[config.mk]
export PLATFORM = sky130hd
export DESIGN_NAME = datapath
export DESIGN_NICKNAME = d
export VERILOG_FILES = /design/src/rtl/datapath.sv
export SDC_FILE = /design/constraint.sdc
export NUM_CORES = 1
export LEC_CHECK = 0
export CAP_MARGIN = 20
export CORE_ASPECT_RATIO = 1.4
export CORE_MARGIN = 3
export CORE_UTILIZATION = 45
export DETAILED_ROUTE_END_ITERATION = 8
export GPL_TIMING_DRIVEN = 1
export PLACE_DENSITY = 0.71
export SLEW_MARGIN = 25
export SYNTH_ARGS = -nofsm -noshare
export SYNTH_HDL_FRONTEND = slang
export SYNTH_SLANG_ARGS = --single-unit
[constraint.sdc]
create_clock -name clk -period 12.5 [get_ports clk]
set_input_delay 1.25 -clock clk [delete_from_list [all_inputs] [get_ports clk]]
set_output_delay 1.25 -clock clk [all_outputs]
set_load 0.02 [all_outputs]
[src/rtl/datapath.sv]
// Single-bus processor datapath: MAR/MDR/SP/PC/T/IR, an 8x16 register file,
// an 8-function ALU and a branch-condition evaluator over the internal bus.
module datapath (
  input  logic        clk,
  input  logic        rst,
  input  logic        tmar,
  input  logic        tmdr,
  input  logic        tsp,
  input  logic        tpc,
  input  logic        tir,
  input  logic        ldmar,
  input  logic        ldmdr,
  input  logic        ldsp,
  input  logic        ldpc,
  input  logic        ldt,
  input  logic        ldir,
  input  logic        memrd,
  input  logic        memwr,
  input  logic        rd,
  input  logic        wr,
  input  logic        m1,
  input  logic        m2,
  input  logic [2:0]  fnotsel_cont,
  input  logic [15:0] Dbusin,
  output logic [15:0] Abus,
  output logic [15:0] Dbusout,
  output logic [3:0]  ir1,
  output logic [2:0]  ir2,
  output logic        dcond
);

  logic [15:0] mar_q, mar_d;
  logic [15:0] mdr_q, mdr_d;
  logic [15:0] sp_q,  sp_d;
  logic [15:0] pc_q,  pc_d;
  logic [15:0] t_q,   t_d;
  logic [15:0] ir_q,  ir_d;
  logic [15:0] rf_q [8];
  logic [15:0] rf_d [8];

  logic [2:0]  reg_addr;
  logic [15:0] rf_rdata;
  logic [15:0] alu_b;
  logic [15:0] alu_y;
  logic [15:0] bus;

  // Register-file read port, ALU and bus source selection.
  always_comb begin
    reg_addr = m1 ? ir_q[11:9] : ir_q[8:6];
    rf_rdata = rf_q[reg_addr];
    alu_b    = m2 ? 16'h0001 : rf_rdata;

    alu_y = t_q;
    case (fnotsel_cont)
      3'b000:  alu_y = t_q + alu_b;
      3'b001:  alu_y = t_q - alu_b;
      3'b010:  alu_y = t_q & alu_b;
      3'b011:  alu_y = t_q | alu_b;
      3'b100:  alu_y = t_q ^ alu_b;
      3'b101:  alu_y = ~t_q;
      3'b110:  alu_y = alu_b;
      default: alu_y = t_q;
    endcase

    // Fixed-priority bus driver; the ALU owns the bus when nothing else does.
    if (tmdr)      bus = mdr_q;
    else if (tsp)  bus = sp_q;
    else if (tpc)  bus = pc_q;
    else if (tir)  bus = {{7{ir_q[8]}}, ir_q[8:0]};
    else if (rd)   bus = rf_rdata;
    else           bus = alu_y;
  end

  always_comb begin
    Abus    = tmar  ? mar_q : 16'h0000;
    Dbusout = memwr ? mdr_q : 16'h0000;
    ir1     = ir_q[15:12];
    ir2     = ir_q[11:9];

    dcond = 1'b0;
    case (ir2)
      3'b000:  dcond = 1'b1;
      3'b001:  dcond = (bus == 16'h0000);
      3'b010:  dcond = (bus != 16'h0000);
      3'b011:  dcond = bus[15];
      3'b100:  dcond = !bus[15] && (bus != 16'h0000);
      3'b101:  dcond = !bus[15];
      3'b110:  dcond = bus[15] || (bus == 16'h0000);
      default: dcond = 1'b0;
    endcase
  end

  always_comb begin
    mar_d = ldmar ? bus : mar_q;
    sp_d  = ldsp  ? bus : sp_q;
    pc_d  = ldpc  ? bus : pc_q;
    t_d   = ldt   ? bus : t_q;
    ir_d  = ldir  ? bus : ir_q;
    // A memory read beats a bus load into MDR.
    if (memrd)      mdr_d = Dbusin;
    else if (ldmdr) mdr_d = bus;
    else            mdr_d = mdr_q;
    for (int i = 0; i < 8; i++) begin
      rf_d[i] = rf_q[i];
    end
    if (wr) rf_d[reg_addr] = bus;

    if (rst) begin
      mar_d = 16'h0000;
      mdr_d = 16'h0000;
      sp_d  = 16'h0000;
      pc_d  = 16'h0000;
      t_d   = 16'h0000;
      ir_d  = 16'h0000;
      for (int i = 0; i < 8; i++) begin
        rf_d[i] = 16'h0000;
      end
    end
  end

  always_ff @(posedge clk) begin
    mar_q <= mar_d;
    mdr_q <= mdr_d;
    sp_q  <= sp_d;
    pc_q  <= pc_d;
    t_q   <= t_d;
    ir_q  <= ir_d;
    for (int i = 0; i < 8; i++) begin
      rf_q[i] <= rf_d[i];
    end
  end

endmodule

### Word level (Yosys, flattened, before mapping)

Memory sizes are Yosys's and may differ from the RTL's.
Index checks and enable logic that the tools add are counted.

| storage, ports and cells | value |
|---|---|
| register bits after elaboration | 96 |
| memory bits (writable) | 128 |
| input port bits | 38 |
| memories kept | 1 |

| cells by class | value |
|---|---|
| add/sub/neg operators | 2 |
| $lt $le $gt $ge | 2 |
| equal/unequal tests | 12 |
| mux-type cells | 18 |
| bitwise logic cells | 5 |
| reductions and logical operators | 9 |

Memories:

| name | depth | bits a word | rd ports | clocked after Yosys merged registers in | wr ports | RTL line | source |
|---|---|---|---|---|---|---|---|
| rf_q | 8 | 16 | 9 | 0 | 8 | 38 | `logic [15:0] rf_q [8];` |

Operator list:

| cell | number |
|---|---|
| 128-bit 2-to-1 mux | 2 |
| 16-bit 2-to-1 mux | 11 |
| 128-bit bitwise mux | 1 |
| 16-bit case mux with 7 select lines | 1 |
| 16-bit demux with 3-bit select | 1 |
| 3-bit equality test, second input constant | 6 |
| 16-bit adder | 1 |
| 16-bit AND | 1 |
| 16-bit logical NOT | 1 |
| 16-bit inverter | 1 |
| 16-bit OR | 1 |
| 16-bit nonzero test | 1 |
| 16-bit subtractor | 1 |
| 16-bit bitwise XOR | 1 |
| 3-bit by 2-bit equality test with 1-bit output, second input constant | 4 |
| 1-bit case mux with 7 select lines | 1 |
| 3-bit by 1-bit equality test with 1-bit output, second input constant | 2 |
| 3-bit logical NOT | 2 |
| 4-bit greater-or-equal comparator, second input constant | 1 |
| 4-bit by 1-bit less-than comparator with 1-bit output, second input constant | 1 |
| 3-bit inverter with 4-bit output | 1 |
| 3-bit 2-to-1 mux | 1 |
| 1-bit logical AND | 2 |
| 2-bit nonzero test | 1 |
| other kinds (2) | 2 |

### Logic depth before layout (Yosys ltp)

An unclocked memory read counts as a cell.

| depth | value |
|---|---|
| depth after elaboration | 13 |
| gate-level depth with buffers | 29 |
| gate-level depth less buffers | 24 |

### Worst setup path after synthesis

No wires, ideal clock.

| timing | value |
|---|---|
| path type | input -> output |
| from | input m1 |
| to | output dcond |
| arrival time | 6.072 ns |
| data required time | 11.250 ns |
| slack | 5.178 ns |
| cell stages on the path | 24 |
| buffers on the path | 4 |
| path through | buf_6 -> buf_6 -> mux2i_2 -> buf_4 -> buf_2 -> o221ai_1 -> a211o_1 -> nor2_1 -> inv_1 -> a211o_1 -> o211ai_1 -> ha_1 -> nor2b_1 -> o31a_1 -> o311a_1 -> o21ai_0 -> a211o_1 -> o211ai_1 -> a221oi_2 -> and3_1 -> nand4b_1 -> or4b_1 -> o2111ai_1 -> a311o_1 |

| between the ends | value |
|---|---|
| longest elaborated chain between the ends | 13 |
| elaborated cells on any way between the ends | 20 |
| those cells by class | add/sub (2); mux (9); bitwise (3); reduce/logical (5); memory (1) |

Ends and longest elaborated chain:

| element | RTL line | source |
|---|---|---|
| start: declaration | 21 | `input logic m1,` |
| 3-bit 2-to-1 mux (*) | 49 | `reg_addr = m1 ? ir_q[11:9] : ir_q[8:6];` |
| memory read 8 x 16 bit (*) | -- |  |
| 16-bit 2-to-1 mux | 51 | `alu_b = m2 ? 16'h0001 : rf_rdata;` |
| 16-bit subtractor, or another cell as far along | 56 | `3'b001: alu_y = t_q - alu_b;` |
| 16-bit case mux with 7 select lines | 54 | `case (fnotsel_cont)` |
| 16-bit 2-to-1 mux (*) | 70 | `else if (rd) bus = rf_rdata;` |
| 16-bit 2-to-1 mux (*) | 69 | `else if (tir) bus = {{7{ir_q[8]}}, ir_q[8:0]};` |
| 16-bit 2-to-1 mux (*) | 68 | `else if (tpc) bus = pc_q;` |
| 16-bit 2-to-1 mux (*) | 67 | `else if (tsp) bus = sp_q;` |
| 16-bit 2-to-1 mux (*) | 66 | `if (tmdr) bus = mdr_q;` |
| 16-bit logical NOT, or another cell as far along | 83, 88 |  |
| 1-bit logical OR / 1-bit logical AND (equally long branches) | 88, 86 |  |
| 1-bit case mux with 7 select lines (*) | 81 | `case (ir2)` |
| end: declaration | 29 | `output logic dcond` |

Mark *: on every way between the ends. The rest lies on a longest branch, timed or not.

### Worst setup path in the final report

Ends and elaborated chain as after synthesis.

==> summary.txt <==
Pwr
  – Cell Pwr Density: 128 mW/mm2
  – Max VDD drop: 0.0902 mV
  – Pleak: 0.00560 uW

Clocking
  – CTS buffer count: 23
  – Clock buffer depth: 3
  – Clock transition at the registers of the reported paths: 0.06 ns
  – Clock Root Buffer: clkbuf_16
  – Clk_lat worst skew: 0.55 ns
  – Hold_buf cts: 0
  – CTS tree: done
  – Post-CTS setup buffer count: 0
  – Cts repair resizes: 0
  – H-tree levels: 1
  – Clock Sinks: 224

Routing
  – WL final: 46,300 um
  – Vias: 12,700
  – Initial DRC Count: 1,329
  – Drc violations: 0
  – Routed wire per std cell: 22.3 um
  – 1st-pass router iterations: 5
  – Post-route ant nets: 0
  – Via density: 6.14

Worst hold path
  – Hold Path Class: flip-flop to flip-flop

Finish
  – Layout cells sized above 1: 7.18%
  – Area growth from synthesis to layout: 12.6%
  – Final std cells w/o fill: 2,074
  – Fill count: 2,707
  – Fin nets: 1,767
  – Ant. Diodes: 0

Yosys
  – Avg Inst Size Synth: 7.70 um2
  – Seq cells post-synth: 224
  – Mapped Nets: 1,773
  – Synth warn: 0
  – Syn Inst Count: 1,689
  – Post-synth EDFFs: 0
  – Top-area cell type share of the netlist area: 34.5%
  – Cell accounting for the most synthesized area: dfxtp_1
  – Cell Area, Synth: 0.0130 mm2
  – Top cells by area, synth: dfxtp_1, nor2_1, a211oi_1
  – Seq/Total Area, Yosys: 34.5%
  – Share of synthesized registers carrying an async set or reset: 0%
  – Synth cell types: 96
  – Main synth FF type: dfxtp_1

Placed design
  – DP Wirelength: 32,300 um
  – Buffers on Ports: 77
  – Routability congestion estimate: 0.987
  – Post-placement cell count: 2,033

Critical path
  – Most used cell along the critical path: and2_1
  – CP max stage delay: 1.15 ns
  – Crit path max-delay family: simple AND/OR/NAND/NOR gates
  – Critical path endpoint category: output port
  – CP Data Required Time: 11.25 ns
  – CP Launch Type: input pin
  – CP bufs+invs: 3
  – CP max stage cell: clkdlybuf4s50_1
  – Worst-path fanout max: 27
  – CP Data Arrival Time: 9.07 ns
  – Kind of critical path: input pin to output port

Global route
  – Largest net degree at the start of global routing: 142
  – First-pass GRT wire length: 70,500 um
  – Aggregate global-route resource usage: 28.9%
  – Vias in the first global route: 12,200
  – Initial antenna violation count: 0
  – Grt ovf: 0

STA
  – Worst slew pin tran: 1.07 ns
  – Clock skew: 0.0325 ns
  – TNS Setup: 0 ns
  – Max frequency: 96.9 MHz
  – Unrepaired setup endpoints after global routing: false
  – Final hold vios: 0
  – Period minus WS final: 10.32 ns
  – Tcrit/Tclk final: 82.6%
  – Max-Slew Margin vs Limit: 28.2%
  – Fin. max-slew vios: 0
  – Final setup vio count: 0

Flow run
  – Max_cap viols: 0

Floorplanning
  – Placeable core area: 0.0284 mm2
  – Starting Density: 45.8%
  – Die extent in y: 207 um
  – Die width: 150 um
  – Full die area: 0.0310 mm2
  – I/O pins: 78
  – Rows: 73

Status
  – Status: completed
-- where the power goes --
part,switching (uW),total [uW],internal (uW)
combinational,259,407,149
clock,301,704,403
sequential,26.7,768,741
total,587,1880,1290
-- flip-flops by register name, summed over array words and instances (netlist names) --
signal and cells:
rf_q 128, mar_q 16, pc_q 16, sp_q 16, mdr_q 16, ir_q 16, t_q 16
-- final timing paths --
path	from	end	slack, ns	cells after the start
worst min register to register	rf_q[1][7]	rf_q[1][7]	0.46	2
worst max register to register	ir_q[11]	mdr_q[15]	5.90	22
worst max-delay path	m1	dcond	2.18	26
worst min-delay path	rf_q[1][7]	rf_q[1][7]	0.46	2
-- cell usage after synthesis (13+ instances only) --
master,number
a221oi_1,16
clkbuf_1,110
a21oi_1,154
mux2i_1,60
ha_1,45
o221ai_1,15
nand3_1,17
xnor2_1,16
dfxtp_1,224
o21ai_0,52
buf_2,15
o22ai_1,21
nor2_1,272
and2_1,38
nor3_1,14
o211ai_1,15
a21o_1,13
inv_1,69
nand2_1,185
a211oi_1,109
-- cells in the final DEF (no fill, tap or decap), types with 7 or more instances in the layout --
cell type / instances
nor2_1: 271
dfxtp_1: 224
nand2_1: 185
a21oi_1: 154
a211oi_1: 109
clkdlybuf4s50_1: 72
inv_1: 69
mux2i_1: 60
o21ai_0: 52
ha_1: 45
and2_1: 38
buf_4: 38
clkbuf_16: 23
o22ai_1: 21
nand3_1: 17
xnor2_1: 16
a221oi_1: 16
o221ai_1: 15
o211ai_1: 15
nor3_1: 14
a21o_1: 13
nand2b_1: 11
a211o_1: 10
or3_1: 9
or2_2: 9
a2111oi_0: 9
a31oi_1: 9
o21a_1: 7
-- per-stage QoR --
step	hold slack, ns	instance area, um2	worst slack, ns	power, uW	util [%]
detailed placement	0.450	13900	2.36	1180	49.0
global route	0.477	14600	1.81	1950	51.6
global placement	0.443	13900	2.48	1180	49.0
floorplan	0.432	13000	5.18	1050	-
CTS	0.459	14700	2.35	1880	51.6
finish	0.457	14600	2.18	1880	51.6
-- kinds of logic after synthesis --
group | synth area share [%]
AOI/OAI and AO/OA | 26.2
xor gates and xnor gates | 1.28
adders and majority gates | 4.48
buffers and inverters | 7.01
DFF | 34.5
muxes | 5.27
and+or+nand+nor | 21.3
-- layer usage --
metal | track usage (%) | part of all wire [%] | vias to the layer above
met5 | 0 | 0 | -
met4 | 17.1 | 6.4 | 0
met3 | 3.41 | 6.3 | 141
met2 | 48.5 | 49 | 548
met1 | 35.2 | 39 | 6089
li1 | - | - | 5958
-- layout make-up --
type | count | area [um2] | share of cell area [%]
clock inverters | 9 | 116 | 0.794
well taps | 375 | 469 | 3.20
repair buffers | 115 | 1040 | 7.10
inverters | 73 | 274 | 1.87
flip-flops and latches | 224 | 4480 | 30.6
clock buffers | 32 | 639 | 4.36
multi-input cells | 1246 | 7630 | 52.1
-- tightest hold or removal path, cell delays in order (launching register included) --
cell and delay (ns):
dfxtp_1 0.31, nand2_1 0.05, a21oi_1 0.05
No activity file was read; power rests on OpenSTA's default activity.
==> edit: new RTL, same settings <==
Register the output `Dbusout`, without a reset; this adds one clock of latency there. The other outputs are not delayed to match.
--- a/src/rtl/datapath.sv
+++ b/src/rtl/datapath.sv
@@ -29,4 +29,6 @@
   output logic        dcond
 );
+
+  logic [15:0] Dbusout_d;
 
   logic [15:0] mar_q, mar_d;
@@ -74,5 +76,5 @@
   always_comb begin
     Abus    = tmar  ? mar_q : 16'h0000;
-    Dbusout = memwr ? mdr_q : 16'h0000;
+    Dbusout_d = memwr ? mdr_q : 16'h0000;
     ir1     = ir_q[15:12];
     ir2     = ir_q[11:9];
@@ -131,4 +133,8 @@
   end
 
+  always_ff @(posedge clk) begin
+    Dbusout <= Dbusout_d;
+  end
+
 endmodule
 
Formal check against the unedited RTL: not equivalent (a bounded check fails within 4 cycles, from zero or initial values and one cycle with rst high).
==> edit against the original RTL <==
- sequential cell count increased by 16
- area after synthesis increased by 2.9%
- design area increased by 2.2%
- total power increased by 3.9%
- combinational power increased by 5.4%
- die area increased by 2.8%
- setup slack improved by 330 ps
- cell count increased by 0.34%
- synthesized cell count increased by 0.71%
- first-iteration DRC count decreased by 0.45%
- routed wire length increased by 5.6%
- critical path depth decreased by 5
- largest power group unchanged
- via count increased by 1.6%
- worst hold slack improved by 4.3 ps
- largest cell class unchanged
==> edit: results <==
cts:
  cts_made_buffers: 24
critical_path:
  r2r_end: "sp_q[14]"
  path_delay_family: "compound AO/OA/AOI/OAI gates"
  cp.arrival_ps: 8750
  path_max_fanout: 29
  r2r_slack_ps: 5540
  max_stage_delay_ps: 1010
power_and_ir_drop:
  p_leak_nw: 5.584
  internal-power_mw: 1.318
  vdd_drop_max_v: 0.00008971
  p_comb_frac: 0.220
  power_density_nw_per_um2: 130.4
hold_path:
  hold_end: "rf_q[1][3]"
synthesis:
  synth_common_cells: "264 x nor2_1, 240 x dfxtp_1, 173 x a21oi_1"
  synthAdderAreaFrac: 0.04356
  synth.net_count: 1785
  syn_area_per_cell_um2: 7.869
  netlist.area_leader.share: 0.3589
  ys_top_cells_by_area: "dfxtp_1 36%, nor2_1 7.4%, a21oi_1 6.5%"
  yosysSeqAreaShare: 0.3589
  synth_compound_area_frac: 0.2586
  synth.distinct_cells: 93
  synth-xor-area-share: 0.01355
  muxShareOfSynthArea: 0.04356
grt:
  use_met3: 0.04108
  grt_pass1_wl_um: 73310
  grt_pass1_vias: 12160
  antenna_found_initial: 2
  grt.total_usage: 0.3002
  grt_max_degree: 133
  met2_usage: 0.4937
  use_met1: 0.3660
finish:
  regMostFlops: "rf_q"
  drive_above_1_share: 0.06702
  nFillCells: 2873
drt:
  wl_met3_um: 3184
  wl_met1_um: 18970
  first_iter_violations: 1323
  top_layer_used: "met5"
  vias: 12940
sta:
  fin_worst_skew_ps: 17.89
  worst_pin_slew_ps: 1119
  fin_hold_ws_ps: 461.1
run_status:
  outcome: "complete, no violations"
placed_design:
  io_buffers: 77
  post-place-ws_ps: 2001
  dp_cells: 2038
==> edit: area by class of cell <==
cell class / instances / area share
flip-flops and latches: 240 / 0.3210
well taps: 380 / 0.03177
inverters: 50 / 0.01254
multi-input cells: 1263 / 0.5208
clock inverters: 11 / 0.006437
clock buffers: 32 / 0.04347
repair buffers: 105 / 0.06395
==> edit: how the worst max path moves through the flow <==
| stage | startpoint | endpoint | slack (ps) | cells past startpoint |
|---|---|---|---|---|
| 2_1_floorplan | m1 | dcond | 5210 | 23 |
| 3_3_place_gp | m1 | dcond | 1970 | 22 |
| 3_5_place_dp | m1 | dcond | 2000 | 21 |
| 4_1_cts | m1 | dcond | 1920 | 21 |
| 5_1_grt | m1 | dcond | 2090 | 21 |
| 6_report | m1 | dcond | 2500 | 21 |
==> edit: cells by family (layout without fill, tap and decap cells) <==
family | after synthesis | in the layout
simple gates | 632 | 632
fa+ha+maj | 46 | 46
xor+xnor | 19 | 19
buf+inv | 198 | 198
mux | 56 | 56
flops | 240 | 240
compound gates | 510 | 510
